--- src/rtl/ofs_fim_pcie_ss_rx_hdr_to_sb_pkg.sv ---
// Shared types and defaults for the RX header-to-sideband shim.
// Latency: n/a (declarations only).
// Backpressure: n/a.
package ofs_fim_pcie_ss_rx_hdr_to_sb_pkg;

    // Default in-band PCIe SS header size in bytes
    localparam int HDR_BYTES_DEFAULT = 32;

    // Packet-level state of the header-to-sideband converter
    typedef enum logic [1:0] {
        IDLE  = 2'd0,   // waiting for an SOP beat
        BODY  = 2'd1,   // packet in progress, carry holds live bytes
        FLUSH = 2'd2    // tlast taken, carry still holds the final bytes
    } t_hdr_sb_state;

endpackage

--- src/rtl/ofs_fim_pcie_ss_rx_hdr_to_sb_if.sv ---
// Stream bundle around the header-to-sideband shim: aligned input, sideband-header output.
// Latency: n/a (wires only).
// Backpressure: tready per direction; slave modport is the shim, master is its environment.
interface ofs_fim_pcie_ss_rx_hdr_to_sb_if
    import ofs_fim_pcie_ss_rx_hdr_to_sb_pkg::*;
#(
    parameter int TDATA_WIDTH = 512,
    parameter int HDR_WIDTH   = HDR_BYTES_DEFAULT * 8
);
    // Aligned input stream, header in-band at slot 0 on SOP
    logic                       in_tvalid;
    logic                       in_tready;
    logic [TDATA_WIDTH-1:0]     in_tdata;
    logic [TDATA_WIDTH/8-1:0]   in_tkeep;
    logic                       in_tlast;
    logic                       in_sop;

    // Payload-only output stream with the header moved to sideband
    logic                       out_tvalid;
    logic                       out_tready;
    logic [TDATA_WIDTH-1:0]     out_tdata;
    logic [TDATA_WIDTH/8-1:0]   out_tkeep;
    logic                       out_tlast;
    logic                       out_hvalid;
    logic [HDR_WIDTH-1:0]       out_hdr;

    modport slave (
        input  in_tvalid, in_tdata, in_tkeep, in_tlast, in_sop,
        output in_tready,
        output out_tvalid, out_tdata, out_tkeep, out_tlast, out_hvalid, out_hdr,
        input  out_tready
    );

    modport master (
        output in_tvalid, in_tdata, in_tkeep, in_tlast, in_sop,
        input  in_tready,
        input  out_tvalid, out_tdata, out_tkeep, out_tlast, out_hvalid, out_hdr,
        output out_tready
    );

endinterface

--- src/rtl/ofs_fim_pcie_ss_rx_hdr_to_sb_pipe.sv ---
// One-entry output register for a valid/ready stream of W-bit beats.
// Latency: 1 cycle from in_vld&in_rdy to out_vld.
// Backpressure: in_rdy when empty or being drained; data held while out_vld&!out_rdy.
module ofs_fim_pcie_ss_rx_hdr_to_sb_pipe #(
    parameter int W = 1
) (
    input  logic         clk,
    input  logic         rst_n,
    input  logic         in_vld,
    input  logic [W-1:0] in_dat,
    output logic         in_rdy,
    output logic         out_vld,
    input  logic         out_rdy,
    output logic [W-1:0] out_dat
);

    // Accept a new beat whenever the slot is empty or drains this cycle
    assign in_rdy = !out_vld || out_rdy;

    // Register the beat; stall holds contents untouched
    always_ff @(posedge clk) begin
        if (!rst_n) begin
            out_vld <= 1'b0;
            out_dat <= '0;
        end else if (in_rdy) begin
            out_vld <= in_vld;
            if (in_vld) begin
                out_dat <= in_dat;
            end
        end
    end

endmodule

--- src/rtl/ofs_fim_pcie_ss_rx_hdr_to_sb.sv ---
// Strips the slot-0 in-band header to sideband and shifts payload down by HDR_BYTES.
// Latency: 1 cycle after the 2nd input beat (multi-beat) or after the only beat (single-beat).
// Backpressure: in_tready follows the output register; dropped for one cycle while flushing.
module ofs_fim_pcie_ss_rx_hdr_to_sb
    import ofs_fim_pcie_ss_rx_hdr_to_sb_pkg::*;
#(
    parameter int TDATA_WIDTH = 512,
    parameter int HDR_WIDTH   = HDR_BYTES_DEFAULT * 8
) (
    input  logic                          clk,
    input  logic                          rst_n,
    ofs_fim_pcie_ss_rx_hdr_to_sb_if.slave bus
);

    localparam int DW = TDATA_WIDTH;
    localparam int HW = HDR_WIDTH;
    localparam int KW = DW / 8;
    localparam int HK = HW / 8;
    localparam int CW = DW - HW;   // carried (upper) data width
    localparam int CK = CW / 8;

    typedef struct packed {
        logic          hvalid;
        logic [HW-1:0] hdr;
        logic          tlast;
        logic [KW-1:0] tkeep;
        logic [DW-1:0] tdata;
    } beat_t;

    t_hdr_sb_state state;
    logic [CW-1:0] carry_dat;
    logic [CK-1:0] carry_keep;
    logic [HW-1:0] hdr_q;
    logic          hdr_pend;     // header not yet attached to an output beat

    logic          ld_rdy;
    logic          acc;
    logic          nxt_vld;
    beat_t         nxt;
    logic          q_vld;
    beat_t         q;

    logic [HW-1:0] lo_dat;
    logic [HK-1:0] lo_keep;
    logic [CW-1:0] up_dat;
    logic [CK-1:0] up_keep;

    assign lo_dat  = bus.in_tdata[HW-1:0];
    assign lo_keep = bus.in_tkeep[HK-1:0];
    assign up_dat  = bus.in_tdata[DW-1:HW];
    assign up_keep = bus.in_tkeep[KW-1:HK];

    assign bus.in_tready = rst_n && (state != FLUSH) && ld_rdy;
    assign acc           = bus.in_tvalid && bus.in_tready;

    // Build the candidate output beat from the input beat and the carry
    always_comb begin
        nxt     = '0;
        nxt_vld = 1'b0;
        case (state)
            IDLE: begin
                // Single-beat packet: the upper half goes straight out
                if (acc && bus.in_sop && bus.in_tlast) begin
                    nxt_vld    = 1'b1;
                    nxt.hvalid = 1'b1;
                    nxt.hdr    = lo_dat;
                    nxt.tlast  = 1'b1;
                    nxt.tkeep  = {{HK{1'b0}}, up_keep};
                    nxt.tdata  = {{HW{1'b0}}, up_dat};
                end
            end
            BODY: begin
                if (acc) begin
                    nxt_vld    = 1'b1;
                    nxt.hvalid = hdr_pend;
                    nxt.hdr    = hdr_q;
                    nxt.tlast  = bus.in_tlast && (up_keep == '0);
                    nxt.tkeep  = {lo_keep, carry_keep};
                    nxt.tdata  = {lo_dat, carry_dat};
                end
            end
            FLUSH: begin
                nxt_vld    = 1'b1;
                nxt.hdr    = hdr_q;
                nxt.tlast  = 1'b1;
                nxt.tkeep  = {{HK{1'b0}}, carry_keep};
                nxt.tdata  = {{HW{1'b0}}, carry_dat};
            end
            default: ;
        endcase
    end

    // Packet FSM with carry and header registers
    always_ff @(posedge clk) begin
        if (!rst_n) begin
            state      <= IDLE;
            carry_dat  <= '0;
            carry_keep <= '0;
            hdr_q      <= '0;
            hdr_pend   <= 1'b0;
        end else begin
            case (state)
                IDLE: begin
                    // A non-SOP beat here is dropped
                    if (acc && bus.in_sop) begin
                        hdr_q      <= lo_dat;
                        carry_dat  <= up_dat;
                        carry_keep <= up_keep;
                        if (!bus.in_tlast) begin
                            hdr_pend <= 1'b1;
                            state    <= BODY;
                        end
                    end
                end
                BODY: begin
                    if (acc) begin
                        carry_dat  <= up_dat;
                        carry_keep <= up_keep;
                        hdr_pend   <= 1'b0;
                        if (bus.in_tlast) begin
                            state <= (up_keep == '0) ? IDLE : FLUSH;
                        end
                    end
                end
                FLUSH: begin
                    if (ld_rdy) begin
                        state <= IDLE;
                    end
                end
                default: state <= IDLE;
            endcase
        end
    end

    // Beats outside a packet mean the upstream aligner lost SOP framing
    a_sop_in_idle: assert property (@(posedge clk) disable iff (!rst_n)
        (state == IDLE && acc) |-> bus.in_sop)
        else $error("rx_hdr_to_sb: non-SOP beat accepted while idle, dropped");

    ofs_fim_pcie_ss_rx_hdr_to_sb_pipe #(
        .W ($bits(beat_t))
    ) u_out_reg (
        .clk     (clk),
        .rst_n   (rst_n),
        .in_vld  (nxt_vld),
        .in_dat  (nxt),
        .in_rdy  (ld_rdy),
        .out_vld (q_vld),
        .out_rdy (bus.out_tready),
        .out_dat (q)
    );

    assign bus.out_tvalid = q_vld;
    assign bus.out_tdata  = q.tdata;
    assign bus.out_tkeep  = q.tkeep;
    assign bus.out_tlast  = q.tlast;
    assign bus.out_hvalid = q.hvalid;
    assign bus.out_hdr    = q.hdr;

endmodule

--- src/flat_wrapper.sv ---
// flat-port wrapper written by rule: the top's interface ports become plain ports
module ofs_fim_pcie_ss_rx_hdr_to_sb_flat import ofs_fim_pcie_ss_rx_hdr_to_sb_pkg::*;
#(
    parameter int TDATA_WIDTH = 512,
    parameter int HDR_WIDTH   = HDR_BYTES_DEFAULT * 8
)
  (clk, rst_n, bus_in_tvalid, bus_in_tdata, bus_in_tkeep, bus_in_tlast, bus_in_sop, bus_in_tready, bus_out_tvalid, bus_out_tdata, bus_out_tkeep, bus_out_tlast, bus_out_hvalid, bus_out_hdr, bus_out_tready);
  ofs_fim_pcie_ss_rx_hdr_to_sb_if #(.TDATA_WIDTH(TDATA_WIDTH), .HDR_WIDTH(HDR_WIDTH)) bus_i ();
  input  logic clk;
  input  logic rst_n;
  input wire logic [$bits(bus_i.in_tvalid)-1:0] bus_in_tvalid;
  input wire logic [$bits(bus_i.in_tdata)-1:0] bus_in_tdata;
  input wire logic [$bits(bus_i.in_tkeep)-1:0] bus_in_tkeep;
  input wire logic [$bits(bus_i.in_tlast)-1:0] bus_in_tlast;
  input wire logic [$bits(bus_i.in_sop)-1:0] bus_in_sop;
  output wire logic [$bits(bus_i.in_tready)-1:0] bus_in_tready;
  output wire logic [$bits(bus_i.out_tvalid)-1:0] bus_out_tvalid;
  output wire logic [$bits(bus_i.out_tdata)-1:0] bus_out_tdata;
  output wire logic [$bits(bus_i.out_tkeep)-1:0] bus_out_tkeep;
  output wire logic [$bits(bus_i.out_tlast)-1:0] bus_out_tlast;
  output wire logic [$bits(bus_i.out_hvalid)-1:0] bus_out_hvalid;
  output wire logic [$bits(bus_i.out_hdr)-1:0] bus_out_hdr;
  input wire logic [$bits(bus_i.out_tready)-1:0] bus_out_tready;
  assign bus_i.in_tvalid = bus_in_tvalid;
  assign bus_i.in_tdata = bus_in_tdata;
  assign bus_i.in_tkeep = bus_in_tkeep;
  assign bus_i.in_tlast = bus_in_tlast;
  assign bus_i.in_sop = bus_in_sop;
  assign bus_in_tready = bus_i.in_tready;
  assign bus_out_tvalid = bus_i.out_tvalid;
  assign bus_out_tdata = bus_i.out_tdata;
  assign bus_out_tkeep = bus_i.out_tkeep;
  assign bus_out_tlast = bus_i.out_tlast;
  assign bus_out_hvalid = bus_i.out_hvalid;
  assign bus_out_hdr = bus_i.out_hdr;
  assign bus_i.out_tready = bus_out_tready;
  ofs_fim_pcie_ss_rx_hdr_to_sb #(.TDATA_WIDTH(TDATA_WIDTH), .HDR_WIDTH(HDR_WIDTH)) u_core (.clk(clk), .rst_n(rst_n), .bus(bus_i));
endmodule
--- config.mk ---
export PLATFORM = sky130hd
export DESIGN_NAME = ofs_fim_pcie_ss_rx_hdr_to_sb_flat
export DESIGN_NICKNAME = d
export VERILOG_FILES = /design/src/rtl/ofs_fim_pcie_ss_rx_hdr_to_sb_pkg.sv /design/src/rtl/ofs_fim_pcie_ss_rx_hdr_to_sb_if.sv /design/src/rtl/ofs_fim_pcie_ss_rx_hdr_to_sb_pipe.sv /design/src/rtl/ofs_fim_pcie_ss_rx_hdr_to_sb.sv /design/src/flat_wrapper.sv
export SDC_FILE = /design/constraint.sdc
export NUM_CORES = 2
export LEC_CHECK = 0
export CELL_PAD_IN_SITES_DETAIL_PLACEMENT = 0
export CELL_PAD_IN_SITES_GLOBAL_PLACEMENT = 1
export CORE_AREA = 2 2 545 547
export CTS_BUF_LIST = sky130_fd_sc_hd__clkbuf_16
export DETAILED_ROUTE_END_ITERATION = 10
export DIE_AREA = 0 0 547 549
export DONT_BUFFER_PORTS = 1
export PLACE_DENSITY = 0.44
export SLEW_MARGIN = 30
export SYNTH_ARGS = -nofsm -noshare
export SYNTH_HDL_FRONTEND = slang
export SYNTH_SLANG_ARGS = --single-unit
--- constraint.sdc ---
create_clock -name clk -period 2 [get_ports clk]
set_clock_uncertainty 0.05 [all_clocks]
set_input_delay 0.4 -clock clk [delete_from_list [all_inputs] [get_ports clk]]
set_output_delay 0.4 -clock clk [all_outputs]
set_load 0.01 [all_outputs]
# Yosys cells after proc, flatten, opt, wreduce, memory -nomap -nowiden
# Index checks and enable logic that the tools add are counted.
# totals
wordCells	55
ff_bits	1382
out_inout_bits	836
# classes
eq_ne	8
n_mux	24
reduce_logical	16
# ops
cell	n
$pmux 833 s3	1
$mux 834	2
$mux 256	2
$pmux 256 s2	1
$mux 32	2
$pmux 32 s2	1
$logic_not 32->1	1
$mux 2	6
$logic_and 1x1->1	6
$ne 2x1->1 const B	3
$ne 2x2->1 const B	3
$pmux 2 s3	1
$mux 1	5
$reduce_and 5->1	1
$pmux 1 s2	2
$reduce_and 2->1	2
$reduce_and 4->1	1
$pmux 1 s3	1
$reduce_and 3->1	1
$eq 2x1->1 const B	1
$eq 2x2->1 const B	1
$logic_not 2->1	1
$reduce_bool 2->1	1
$logic_not 1->1	1
$logic_or 1x1->1	1

# Depth between registers and ports, before layout
# logic_depth
word_depth	9
depth_mapped	9
depth_no_buf	4

# Hierarchy
# A second synthesis with hierarchy kept.
# unflattened
cells_unflattened	7003
area_unflattened_um2	59149.2
# by_module_without_submodules
module	area_each_um2	seq_area_each_um2	cells_per_inst	instances
ofs_fim_pcie_ss_rx_hdr_to_sb_pipe	32757.7	16716.0	3620	1
ofs_fim_pcie_ss_rx_hdr_to_sb	26391.6	10950.5	3383	1

# Worst setup path before layout
# No wires, ideal clock.
# synth_timing
path_type	input to register
from	input rst_n
to	register u_core.carry_keep[11]
setup_time_ps	132
path_slack_ps	25
path_buffers	4
cell_stages	8
arrival_time_ps	1792
cell_sequence	buf_4 -> nand2_1 -> or4_1 -> buf_2 -> buf_2 -> buf_2 -> nand2_1 -> a21oi_1
# synth_via
elab_chain_cells	6
# synth_rtl
element	line	text
start, declared	flat_wrapper.sv:10	input logic rst_n;
$logic_and 1x1->1 (2 in series)	ofs_fim_pcie_ss_rx_hdr_to_sb.sv:53	assign bus.in_tready = rst_n && (state != FLUSH) && ld_rdy;
$logic_and 1x1->1	ofs_fim_pcie_ss_rx_hdr_to_sb.sv:54	assign acc = bus.in_tvalid && bus.in_tready;
$logic_and 1x1->1	ofs_fim_pcie_ss_rx_hdr_to_sb.sv:105	if (acc && bus.in_sop) begin
$ne 2x1->1 (no line)	-	
$reduce_and 3->1 (no line)	-	
end signal, assigned	ofs_fim_pcie_ss_rx_hdr_to_sb.sv:108	carry_keep <= up_keep;
end signal, assigned	ofs_fim_pcie_ss_rx_hdr_to_sb.sv:118	carry_keep <= up_keep;
end, declared	ofs_fim_pcie_ss_rx_hdr_to_sb.sv:32	logic [CK-1:0] carry_keep;
# Parallel ways exist; a longest one is shown, timed or not.
# A chain may end at the register's enable or synchronous reset.

# Final worst setup path
# layout_timing
from	register u_core.state[1]
to	register u_core.u_out_reg.out_dat[624]
# layout_via
elab_chain_cells	9
# layout_rtl
element	line	text
start, declared	ofs_fim_pcie_ss_rx_hdr_to_sb.sv:30	t_hdr_sb_state state;
start signal, assigned	ofs_fim_pcie_ss_rx_hdr_to_sb.sv:121	state <= (up_keep == '0) ? IDLE : FLUSH;
$ne 2x2->1	ofs_fim_pcie_ss_rx_hdr_to_sb.sv:53	
$logic_and 1x1->1 (2 in series)	ofs_fim_pcie_ss_rx_hdr_to_sb.sv:53	
$logic_and 1x1->1	ofs_fim_pcie_ss_rx_hdr_to_sb.sv:54	
$logic_and 1x1->1 (2 in series)	ofs_fim_pcie_ss_rx_hdr_to_sb.sv:63	if (acc && bus.in_sop && bus.in_tlast) begin
$mux 1	ofs_fim_pcie_ss_rx_hdr_to_sb.sv:63	
$pmux 1 s3	ofs_fim_pcie_ss_rx_hdr_to_sb.sv:60	case (state)
$reduce_and 2->1 (no line)	-	
end signal, assigned	ofs_fim_pcie_ss_rx_hdr_to_sb_pipe.sv:28	out_dat <= in_dat;
end, declared	ofs_fim_pcie_ss_rx_hdr_to_sb_pipe.sv:14	output logic [W-1:0] out_dat
# Parallel ways exist; a longest one is shown, timed or not.

==> impl_metrics.py <==
metrics = {
    "status": {
        "status": "finished, violations left",
        "violations": "setup timing",
    },
    "drt": {
        "vias": 49904,
        "firstDrtPassIters": 6,
        "antenna_left": 0,
        "drtIter0Drc": 4078,
        "totalWireLength_microns": 306000,
        "drc": 0,
        "wire_per_inst_microns": 28.4,
        "via_per_inst": 4.63,
    },
    "hold_path": {
        "hp-start": "rst_n",
        "hp-class": "input pin to register",
    },
    "pwr": {
        "leakagePower_nw": 29.4,
        "p_int_w": 0.0491,
        "powerDensity_mw_per_mm2": 882,
        "p_switching_w": 0.0188,
        "combPwrFrac": 0.104,
        "p_sw_frac": 0.276,
        "vdd_drop_max_uv": 580,
        "pwr-share-clk": 0.455,
        "pwr-share-seq": 0.441,
    },
    "clock_tree": {
        "cts_buffers": 172,
        "clk_pin_slew_ns": 0.06,
        "cts_buffer_depth": 4,
        "cts_tree": "built",
        "htree_levels": 4,
        "clock_latency_ns": 0.84,
        "cts_root_buf": "clkbuf_16",
        "numClockSinks": 1382,
    },
    "place": {
        "pre_cts_ws_ns": -0.595,
        "placed_cells": 9630,
        "portBuffers": 0,
        "dp_hpwl_microns": 198000,
        "gp_congestion": 0.956,
    },
    "logic_synthesis": {
        "synth_nets": 6434,
        "synth_cells": 5852,
        "seq_area_frac_synth": 0.546,
        "yosys_warnings": 0,
        "syn_area_sq_mm": 0.0507,
        "synth.distinct_cells": 34,
        "synth_seq_cells": 1382,
        "syn_avg_cell_area_sq_um": 8.66,
    },
    "die": {
        "core-area_sq_mm": 0.295,
        "start_util": 0.172,
        "placement_rows": 200,
        "die-area_sq_mm": 0.300,
        "io_pins": 1418,
        "dieHeight_microns": 549,
        "die_width_microns": 547,
    },
    "timing": {
        "rsz0062_at_grt": "true",
        "max_freq_ghz": 0.444,
        "fin_setup_tns_ns": -81.35,
        "fin_crit_sh": 1.13,
        "final.setup.worst_slack_ns": -0.253,
        "setup_viol": 1090,
        "timing_max_transition_violations_final": 0,
        "final-hold-violation-count": 0,
        "fin_crit_ns": 2.25,
        "max-slew-margin-rel": 0.343,
        "worst_pin_slew_ns": 0.985,
    },
    "grt": {
        "grt_usage": 0.179,
        "grt_pass1_wl_microns": 392000,
        "grt_pass1_vias": 47195,
        "overflow": 0,
        "grt_max_degree": 551,
        "antenna_found_initial": 84,
    },
    "critical_path": {
        "reg2reg_setup_slack_ns": -0.25,
        "reg2reg_from": "u_core.state[1]$_SDFFE_PN0P_",
        "setup.worst_path.start_class": "register",
        "arrival_ns": 2.91,
        "cp_max_fo": 39,
        "crit_end": "u_core.u_out_reg.out_dat[624]$_SDFFE_PN0P_",
        "r2r_cells": 9,
        "rr_endpoint": "u_core.u_out_reg.out_dat[624]$_SDFFE_PN0P_",
        "startpoint": "u_core.state[1]$_SDFFE_PN0P_",
        "cp_data_required_time_ns": 2.65,
        "crit_type": "register to register",
        "crit_path_end_kind": "register",
    },
    "flow_run": {
        "cap_violations": 0,
    },
    "layout": {
        "stdcell_count": 10787,
        "fin_util": 0.261,
        "synthToLayoutAreaGrowth_pct": 51.9,
        "fin_nets": 7239,
        "drive_gt1_frac": 0.220,
    },
}
## state kept, by name, summed over array words and instances, names as in the netlist
signal and count:
u_core.carry_keep 32, u_core.u_out_reg.out_vld 1, u_core.u_out_reg.out_dat 834, u_core.carry_dat 256
u_core.hdr_q 256, u_core.hdr_pend 1, u_core.state 2
## layout by cell type (no fill, tap or decap), drive strengths merged, types with 3 or more instances in the layout
cell type and count:
nand2 1092, a21oi 547, a22oi 288, nor4 9, dlygate4sd3 583, bufinv 15, clkinv 71, clkinvlp 5
inv 50, a221oi 547, o21ai 545, clkbuf 235, nand2b 3, dfxtp 1382, nor2 839, diode 55
buf 563
## cells by family (layout without fill, tap and decap cells)
kind of cell | Yosys count | in the layout | share of synthesized area
and+or+nand+nor | 1954 | 1954 | 0.147
AOI/OAI and AO/OA | 1933 | 1933 | 0.258
DFF | 1382 | 1382 | 0.546
buffers and inverters | 583 | 1524 | 0.0492
other | 0 | 55 | 0
## cell usage after synthesis, drive strengths merged
cell type  count  area share
a221o          1     0.00020
nand2       1092       0.081
nor4           9      0.0014
a21oi        547       0.054
a22oi        288       0.043
dfxtp       1382        0.55
nor2b          1     0.00012
nor4b          1     0.00047
nand3b         1     0.00040
nand4bb        1     0.00022
o31a           1     0.00017
o22ai          1     0.00012
or4            1     0.00015
a2111oi        1     0.00017
o21ai        545       0.054
nand4          2     0.00025
o31ai          1     0.00042
a221oi       547        0.11
inv            3     0.00022
nor2         839       0.062
o211a          1     0.00020
nor4bb         1     0.00020
nand2b         3     0.00042
and3           1     0.00012
buf          234       0.023
nor3           2     0.00020
clkbuf       346       0.026
## per-layer routing
layer / vias up / part of all wire / global-route usage
li1: 22521 / - / -
met1: 24849 / 0.41 / 0.217
met2: 2075 / 0.48 / 0.303
met3: 417 / 0.084 / 0.0588
met4: 42 / 0.025 / 0.0425
met5: - / 0.00080 / 0
## worst min-delay path by stage
stage                     slack [ns]                                         end  depth (start not counted)
final                           0.04  u_core.u_out_reg.out_dat[819]$_SDFFE_PN0P_                          3
after global routing            0.04  u_core.u_out_reg.out_dat[250]$_SDFFE_PN0P_                          3
after CTS                      -0.39   u_core.u_out_reg.out_dat[20]$_SDFFE_PN0P_                          2
after detailed placement        0.40          u_core.carry_dat[151]$_SDFFE_PN0P_                          2
after global placement          0.39           u_core.carry_dat[29]$_SDFFE_PN0P_                          2
after floorplan                 0.39            u_core.carry_dat[0]$_SDFFE_PN0P_                          2
## power by group through the flow
stage	clock network [W]	logic [W]	registers, W
detailed placement	0	0.00375	0.0305
global placement	0	0.00372	0.0305
CTS	0.0317	0.00587	0.0299
finish	0.0309	0.00707	0.0299
floorplan	0	0.00236	0.0298
global route	0.0328	0.00754	0.0300
## metrics by stage
step / power [W] / area (sq um) / hold WS (ns)
3_3_place_gp: 0.0342 / 57700 / 0.390
4_1_cts: 0.0674 / 71700 / -0.394
6_report: 0.0679 / 76900 / 0.0410
2_1_floorplan: 0.0322 / 50700 / 0.386
3_5_place_dp: 0.0342 / 57700 / 0.395
5_1_grt: 0.0703 / 76900 / 0.0364
## final cells by class
cell class              instances  area (sq um)
fillers                     31576        218000
flip-flops and latches       1382         27700
clock inverters               138          1100
diodes                         55           138
well taps                    3939          4930
inverters                       3          18.8
repair buffers               1211         14800
multi-input cells            3887         24000
clock buffers                 172          4300
## what timing repair did
| item | CTS | global route |
|---|---|---|
| buffers inserted | 58 | 60 |
| gates resized for setup | 276 | 683 |
| pin swaps | 32 | 244 |
| hold buffers | 582 | 1 |
| hold endpoints to repair | 1381 | 3 |
| endpoints found under the setup margin | 1210 | 1324 |
| gates cloned | 22 | 79 |
## worst max-delay path, stage by stage, from the launching register on
cell and delay (ns):
dfxtp_2 0.34, buf_6 0.12, nand2b_4 0.06, a221o_4 0.46, buf_12 0.16, buf_12 0.15
buf_12 0.17, buf_12 0.20, a221oi_1 0.23, nor2_1 0.09
No activity file was read; power rests on OpenSTA's default activity.
